--- src/rtl/mem_controller.sv ---
// Memory-port responder: runs one cache-line read or write from the arbiter as a
// tagged 64-bit bus request followed by eight data beats, then pulses completion.
module mem_controller #(
  parameter int LINE_BITS = 512,
  parameter int BUS_BITS  = 64,
  parameter int TAG_BITS  = 13
) (
  input  logic                 clk,
  input  logic                 rst,
  input  logic [63:0]          mem_address,
  input  logic [LINE_BITS-1:0] mem_data_in,
  input  logic                 mem_req,
  input  logic                 mem_wr_en,
  output logic [LINE_BITS-1:0] mem_data_out,
  output logic                 mem_operation_complete,
  output logic                 bus_reqcyc,
  output logic [BUS_BITS-1:0]  bus_req,
  output logic [TAG_BITS-1:0]  bus_reqtag,
  input  logic                 bus_reqack,
  input  logic                 bus_respcyc,
  input  logic [BUS_BITS-1:0]  bus_resp,
  input  logic [TAG_BITS-1:0]  bus_resptag,
  output logic                 bus_respack
);

  typedef enum logic [2:0] {
    S_IDLE     = 3'd0,
    S_REQ      = 3'd1,
    S_RD_BEATS = 3'd2,
    S_WR_BEATS = 3'd3,
    S_DONE     = 3'd4
  } state_e;

  localparam logic [63:0] LINE_MASK = 64'hFFFF_FFFF_FFFF_FFC0;

  state_e                 state_q, state_d;
  logic [2:0]             beat_q, beat_d;
  logic [63:0]            addr_q, addr_d;
  logic [LINE_BITS-1:0]   wdata_q, wdata_d;
  logic [LINE_BITS-1:0]   rdata_q, rdata_d;
  logic [LINE_BITS-1:0]   dout_q, dout_d;
  logic                   is_wr_q, is_wr_d;
  logic [TAG_BITS-1:0]    tag_s;
  logic [8:0]             lsb_s;
  logic                   beat_ok_s;

  // Bit 12 marks a read, [11:8] = 0001 routes the request to memory.
  assign tag_s        = {~is_wr_q, 4'b0001, 8'h00};
  assign lsb_s        = {beat_q, 6'd0};
  assign beat_ok_s    = bus_respcyc && (bus_resptag == tag_s);
  assign mem_data_out = dout_q;

  // Next-state, datapath and bus-output decode.
  always_comb begin
    state_d                = state_q;
    beat_d                 = beat_q;
    addr_d                 = addr_q;
    wdata_d                = wdata_q;
    rdata_d                = rdata_q;
    dout_d                 = dout_q;
    is_wr_d                = is_wr_q;
    bus_reqcyc             = 1'b0;
    bus_req                = '0;
    bus_reqtag             = '0;
    bus_respack            = 1'b0;
    mem_operation_complete = 1'b0;
    case (state_q)
      S_IDLE: begin
        if (mem_req) begin
          addr_d  = mem_address & LINE_MASK;
          wdata_d = mem_data_in;
          is_wr_d = mem_wr_en;
          state_d = S_REQ;
        end else begin
          state_d = S_IDLE;
        end
      end
      S_REQ: begin
        bus_reqcyc = 1'b1;
        bus_req    = addr_q;
        bus_reqtag = tag_s;
        if (bus_reqack) begin
          beat_d  = 3'd0;
          state_d = is_wr_q ? S_WR_BEATS : S_RD_BEATS;
        end else begin
          state_d = S_REQ;
        end
      end
      S_WR_BEATS: begin
        bus_reqcyc = 1'b1;
        bus_req    = wdata_q[lsb_s +: BUS_BITS];
        bus_reqtag = tag_s;
        beat_d     = beat_q + 3'd1;
        if (beat_q == 3'd7) begin
          state_d = S_DONE;
        end else begin
          state_d = S_WR_BEATS;
        end
      end
      S_RD_BEATS: begin
        if (beat_ok_s) begin
          bus_respack                = 1'b1;
          rdata_d[lsb_s +: BUS_BITS] = bus_resp;
          beat_d                     = beat_q + 3'd1;
          // The finished line is published as the pulse goes out.
          if (beat_q == 3'd7) begin
            dout_d  = rdata_d;
            state_d = S_DONE;
          end else begin
            state_d = S_RD_BEATS;
          end
        end else begin
          state_d = S_RD_BEATS;
        end
      end
      S_DONE: begin
        mem_operation_complete = 1'b1;
        state_d                = S_IDLE;
      end
      default: begin
        state_d = S_IDLE;
      end
    endcase
  end

  // State and datapath registers with synchronous active-low reset.
  always_ff @(posedge clk) begin
    if (!rst) begin
      state_q <= S_IDLE;
      beat_q  <= 3'd0;
      addr_q  <= 64'd0;
      wdata_q <= '0;
      rdata_q <= '0;
      dout_q  <= '0;
      is_wr_q <= 1'b0;
    end else begin
      state_q <= state_d;
      beat_q  <= beat_d;
      addr_q  <= addr_d;
      wdata_q <= wdata_d;
      rdata_q <= rdata_d;
      dout_q  <= dout_d;
      is_wr_q <= is_wr_d;
    end
  end

endmodule
--- config.mk ---
export PLATFORM = sky130hd
export DESIGN_NAME = mem_controller
export DESIGN_NICKNAME = d
export VERILOG_FILES = /design/src/rtl/mem_controller.sv
export SDC_FILE = /design/constraint.sdc
export NUM_CORES = 2
export LEC_CHECK = 0
export ABC_AREA = 1
export BUFFER_PORTS_ARGS = -buffer_cell sky130_fd_sc_hd__buf_2
export CAP_MARGIN = 5
export CORE_AREA = 2 2 494 496
export CTS_BUF_LIST = sky130_fd_sc_hd__clkbuf_4 sky130_fd_sc_hd__clkbuf_8 sky130_fd_sc_hd__clkbuf_16
export CTS_CLUSTER_SIZE = 40
export DETAILED_ROUTE_END_ITERATION = 8
export DIE_AREA = 0 0 496 498
export PLACE_DENSITY = 0.54
export SYNTH_ARGS = -nofsm -noshare
export SYNTH_HDL_FRONTEND = slang
export SYNTH_SLANG_ARGS = --single-unit
--- constraint.sdc ---
create_clock -name clk -period 3.3 [get_ports clk]
set_input_delay 0.66 -clock clk [delete_from_list [all_inputs] [get_ports clk]]
set_output_delay 0.66 -clock clk [all_outputs]
set_load 0.005 [all_outputs]
Word-level counts from Yosys, hierarchy flattened
Cells that the tools add are included.
{"block": "totals", "reg_bits": 1601, "latchBits": 0, "ram_bits": 0, "mem_bits_ro": 0, "inputBits": 659, "output_inout_bits": 592, "wordCells": 46, "mem_count": 0}
{"block": "op_classes", "addsub": 2, "n_mul": 0, "div_mod_pow": 0, "order_cmp": 0, "eq_ne": 8, "shifts": 3, "mux": 17, "n_bitwise": 1, "n_reduce_logical": 8}
{"op": "$bwmux W512", "n": 1}
{"op": "$shift A64 B11 Y512 const A", "n": 1}
{"op": "$shiftx A512 B10 Y64", "n": 1}
{"op": "$shiftx A64 B11 Y512", "n": 1}
{"op": "$pmux W64 S2", "n": 1}
{"op": "$mux W3", "n": 5}
{"op": "$eq A13 B13 Y1", "n": 1}
{"op": "$mux W13", "n": 1}
{"op": "$pmux W3 S4", "n": 1}
{"op": "$neg A9 Y11", "n": 1}
{"op": "$pmux W3 S3", "n": 1}
{"op": "$eq A3 B2 Y1 const B", "n": 2}
{"op": "$eq A3 B3 Y1 const B", "n": 2}
{"op": "$mux W1", "n": 6}
{"op": "$reduce_and A3 Y1", "n": 2}
{"op": "$ne A2 B2 Y1 const B", "n": 2}
{"op": "$reduce_and A2 Y1", "n": 2}
{"op": "$add A3 B1 Y3 const B", "n": 1}
{"op": "$eq A3 B1 Y1 const B", "n": 1}
{"op": "$logic_not A3 Y1", "n": 1}
{"op": "$reduce_bool A3 Y1", "n": 1}
{"op": "$mux W2", "n": 1}
{"op": "$reduce_or A2 Y1", "n": 1}
{"op": "$logic_and A1 B1 Y1", "n": 1}
{"op": "$not A1 Y1", "n": 1}

Logic depth before layout (Yosys ltp)
{"block": "logic_depth", "word_depth": 5, "mapped_depth": 17, "ltp_nobuf": 13}

Worst setup path before layout
Ideal clock, no wire load.
{"block": "synth_timing", "kind": "register to register", "startpoint": "register beat_q[0]", "endpoint": "register rdata_q[272]", "setup_time_ps": 128, "t_arrival_ps": 2664, "required_time_ps": 3172, "setup_slack_ps": 507, "stages_incl_launch_ff": 16, "path_buffers": 5, "period_less_slack_ps": 2793, "path_cell_list": "dfxtp_1 inv_2 clkbuf_1 clkbuf_1 ha_1 ha_1 clkbuf_1 nand2_1 nor2_1 clkbuf_1 buf_1 nand3b_1 nand2_1 nand3_1 nand2_1 a21oi_1"}
{"block": "synth_between", "elab_chain_len": 3, "elab_cells_between_ends": 4, "cone_classes": "1 x add/sub; 2 x shift; 1 x mux"}
{"item": "start: declaration", "line_no": "37", "text": "logic [2:0] beat_q, beat_d;"}
{"item": "start signal: assignment", "line_no": "138", "text": "beat_q <= beat_d;"}
{"item": "$neg A9 Y11 (*)", "line_no": "103", "text": "rdata_d[lsb_s +: BUS_BITS] = bus_resp;"}
{"item": "$shiftx A64 B11 Y512 / $shift A64 B11 Y512 (equally long branches)", "line_no": "103"}
{"item": "$bwmux W512 (*)", "line_no": "103"}
{"item": "end signal: assignment", "line_no": "141", "text": "rdata_q <= rdata_d;"}
{"item": "end: declaration", "line_no": "40", "text": "logic [LINE_BITS-1:0] rdata_q, rdata_d;"}
Mark *: on every way between the ends. The rest lies on a longest branch, timed or not.
A chain may end at the register's enable or synchronous reset.

Worst setup path after layout
{"block": "layout_timing", "startpoint": "register beat_q[0]", "endpoint": "output port bus_req[35]"}
{"block": "layout_between", "elab_chain_len": 2}
{"item": "$shiftx A512 B10 Y64", "line_no": "91", "text": "bus_req = wdata_q[lsb_s +: BUS_BITS];"}
{"item": "$pmux W64 S2", "line_no": "67", "text": "case (state_q)"}
{"item": "end: declaration", "line_no": "17", "text": "output logic [BUS_BITS-1:0] bus_req,"}
Every way passes these cells.

==> results.json <==
{
  "outcome": "finished with violations",
  "violations": "setup timing",
  "synth_fa_ha_area_frac": 0.001050,
  "ios": 1251,
  "wirelength_um": 348300,
  "ys_seq_elements": 1601,
  "hold_viol": 0,
  "cts_buffers": 186,
  "htreeDepth": 4,
  "slowest_delay_ns": 0.69,
  "path_max_fanout": 8,
  "crit_start": "beat_q[0]",
  "drive_above_1_share": 0.1745,
  "hold_path_class": "primary input to flip-flop",
  "cts_buffer_depth": 3,
  "cp_num_buf_inv": 4,
  "area_growth_pct": 26.89,
  "powerDensity_nw_per_um2": 607.8,
  "dr.pass1.iters": 8,
  "rows": 181,
  "r2r_slack_ns": 0.20,
  "synthSimpleGateAreaFrac": 0.3578,
  "placed_cell_area_um2": 81530,
  "yosys_warnings": 0,
  "grt_overflow_total": 0,
  "cpMostUsedCell": "buf_12",
  "dieWidth_um": 496,
  "setup_viol": 58,
  "drv_slew": 0,
  "nets": 12450,
  "drt_iter0_drc": 7406,
  "core_um2": 241900,
  "drcViolationCount": 0,
  "ys_seq_area_frac": 0.4481,
  "root_buffer": "clkbuf_16",
  "clk_pin_slew_ns": 0.06,
  "die_h_um": 498,
  "setup_ws_ns": -0.3367,
  "vias_per_cell": 4.987,
  "cts_tree": "done",
  "r2r-start": "beat_q[0]",
  "synth-xor-area-share": 0,
  "synth_mux_area_frac": 0,
  "finalClockSkew_ns": 0.03822,
  "slew_headroom": 0.3299,
  "cap_violations": 0,
  "leakagePower_nw": 39.03,
  "design.die.area_um2": 247000,
  "postSynthAreaPerCell_um2": 6.572,
  "required_ns": 2.64,
  "place_hpwl_um": 245500,
  "wl_per_cell_um": 22.88,
  "cpMaxStageDelayCell": "o211ai_1",
  "grt_max_degree": 159,
  "whs_endpoint": "wdata_q[428]",
  "critPathArrivalTime_ns": 2.98,
  "first_global_vias": 68450,
  "port_buffers": 1233,
  "synth_top_family_by_area": "simple AND/OR/NAND/NOR gates",
  "place.gp.congestion": 0.9060,
  "syn_inst": 10880,
  "synth_cell_types": 27,
  "max-vdd-ir-drop_v": 0.0003926,
  "critPathKind": "flip-flop to output pin",
  "netlist_area_um2": 71520,
  "start_util": 0.2957,
  "hp-start": "mem_data_in[428]",
  "ant_nets": 0,
  "layout_commonest_cell": "nor2_1",
  "ff2ff_path_depth": 12,
  "fin_area_um2": 90760,
  "end_kind": "output pin",
  "path_cells": "buf_12, buf_12, inv_12, nor2_2, o211ai_1, nand4_1, nand2_1, buf_2",
  "period_needed_ns": 3.637,
  "synth-compound-area-share": 0.1129,
  "rsz0062_at_grt": "true",
  "clkLatencyLatePin_ns": 0.85,
  "finalSetupTns_ns": -9.329,
  "worstSetupStartpointType": "flip-flop",
  "tightest_slew_ns": 1.005,
  "finalCritPeriodShare": 1.102,
  "critPathTopFamily": "compound AO/OA/AOI/OAI gates",
  "hold_depth": 3,
  "final_cell_mix": "nor2_1, nand2_1, dfxtp_1",
  "grt_pass1_wl_um": 485400,
  "fmax_mhz": 275.0,
  "grtUsageTotal": 0.2685,
  "clock_sinks": 1601,
  "r2r-end": "mem_data_out[258]",
  "vias": 75930,
  "antenna_found_initial": 126
}
power breakdown:
part / total, W / internal, W / switching [W]
Clock: 0.0220 / 0.0129 / 0.00907
Combinational: 0.0123 / 0.00373 / 0.00859
Sequential: 0.0209 / 0.0203 / 0.000530
Total: 0.0552 / 0.0370 / 0.0182
flip-flops by register name, indices dropped and copies added (netlist names):
signal        cells
mem_data_out    512
rdata_q         512
wdata_q         512
addr_q           58
beat_q            3
state_q           3
is_wr_q           1
area by class of cell:
cell class / instances / area, µm²
tap: 3202 / 4006
antenna: 81 / 202.7
multi-input combinational: 7841 / 34560
clock inverter: 73 / 979.7
clock buffer: 268 / 5560
sequential: 1601 / 32060
timing repair buffer: 1625 / 11330
fill: 26620 / 151100
inverter: 532 / 2026
timing repair inverter: 2 / 27.53
through the flow:
stage               total power, W  hold WS, ns  setup WS (ns)  cells    util
floorplan                  0.02709       0.4268         0.5075  10890       -
global placement           0.03212       0.4344         0.1091  14690  0.3371
detailed placement         0.03218       0.4385         0.1269  14690  0.3371
CTS                        0.05509    0.0004515        -0.3798  15130  0.3721
global route               0.05729      0.02032        -0.4063  15170  0.3747
finish                     0.05516      0.06877        -0.3367  15230  0.3752
cells in the mapped netlist (all sizes together):
cell | n | area share
nand3 | 1153 | 0.081
nand4 | 118 | 0.010
ha | 6 | 0.0010
inv | 530 | 0.028
conb | 1 | 0.000052
clkbuf | 577 | 0.030
o21ai | 785 | 0.055
and2 | 1 | 0.000088
o2111ai | 57 | 0.0070
nor3 | 4 | 0.00035
nor2 | 2572 | 0.14
o211ai | 59 | 0.0062
a31oi | 1 | 0.000088
o21bai | 1 | 0.00011
o22ai | 12 | 0.0010
nand3b | 64 | 0.0067
or2 | 1 | 0.000088
nand2 | 2372 | 0.12
buf | 343 | 0.022
clkinv | 2 | 0.00011
dfxtp | 1601 | 0.45
a21oi | 623 | 0.044
worst max-delay path by stage:
stage	endpoint	slack (ns)	cells past startpoint
after detailed placement	bus_req[53]	0.13	8
after floorplan	rdata_q[272]	0.51	15
after CTS	bus_req[18]	-0.38	9
after global routing	bus_req[16]	-0.41	9
final	bus_req[35]	-0.34	8
after global placement	bus_req[53]	0.11	8
cells by family after synthesis:
| kind of cell | after synthesis |
|---|---|
| AO/OA/AOI/OAI | 1538 |
| adder cells (fa/ha/maj) | 6 |
| buffers and inverters | 1452 |
| other | 1 |
| flip-flops | 1601 |
| AND/OR/NAND/NOR | 6285 |
worst reg2reg max path, cell delays in order, from the launching register on:
cell,delay [ns]
dfxtp_4,0.49
buf_4,0.17
buf_12,0.16
buf_16,0.14
buf_12,0.12
buf_4,0.20
ha_2,0.28
ha_4,0.24
buf_4,0.25
buf_4,0.51
nand3_1,0.21
nand2_1,0.16
nor2_1,0.06
timing repair:
item,in CTS,in global routing
gates cloned,16,6
setup buffers,40,14
pin swaps,88,75
endpoints found under the hold margin,36,0
hold buffers,36,0
resized for setup,238,99
setup endpoints to repair,64,249
routing by layer:
| layer | vias to the layer above | global-route usage | routed length, µm |
|---|---|---|---|
| met3 | 701 | 0.05364 | 26230 |
| met2 | 3061 | 0.4243 | 158800 |
| li1 | 36750 | - | - |
| met4 | 50 | 0.1828 | 24550 |
| met5 | - | 0 | 346 |
| met1 | 35360 | 0.3277 | 138300 |
Power figures use the tool's default switching activity.
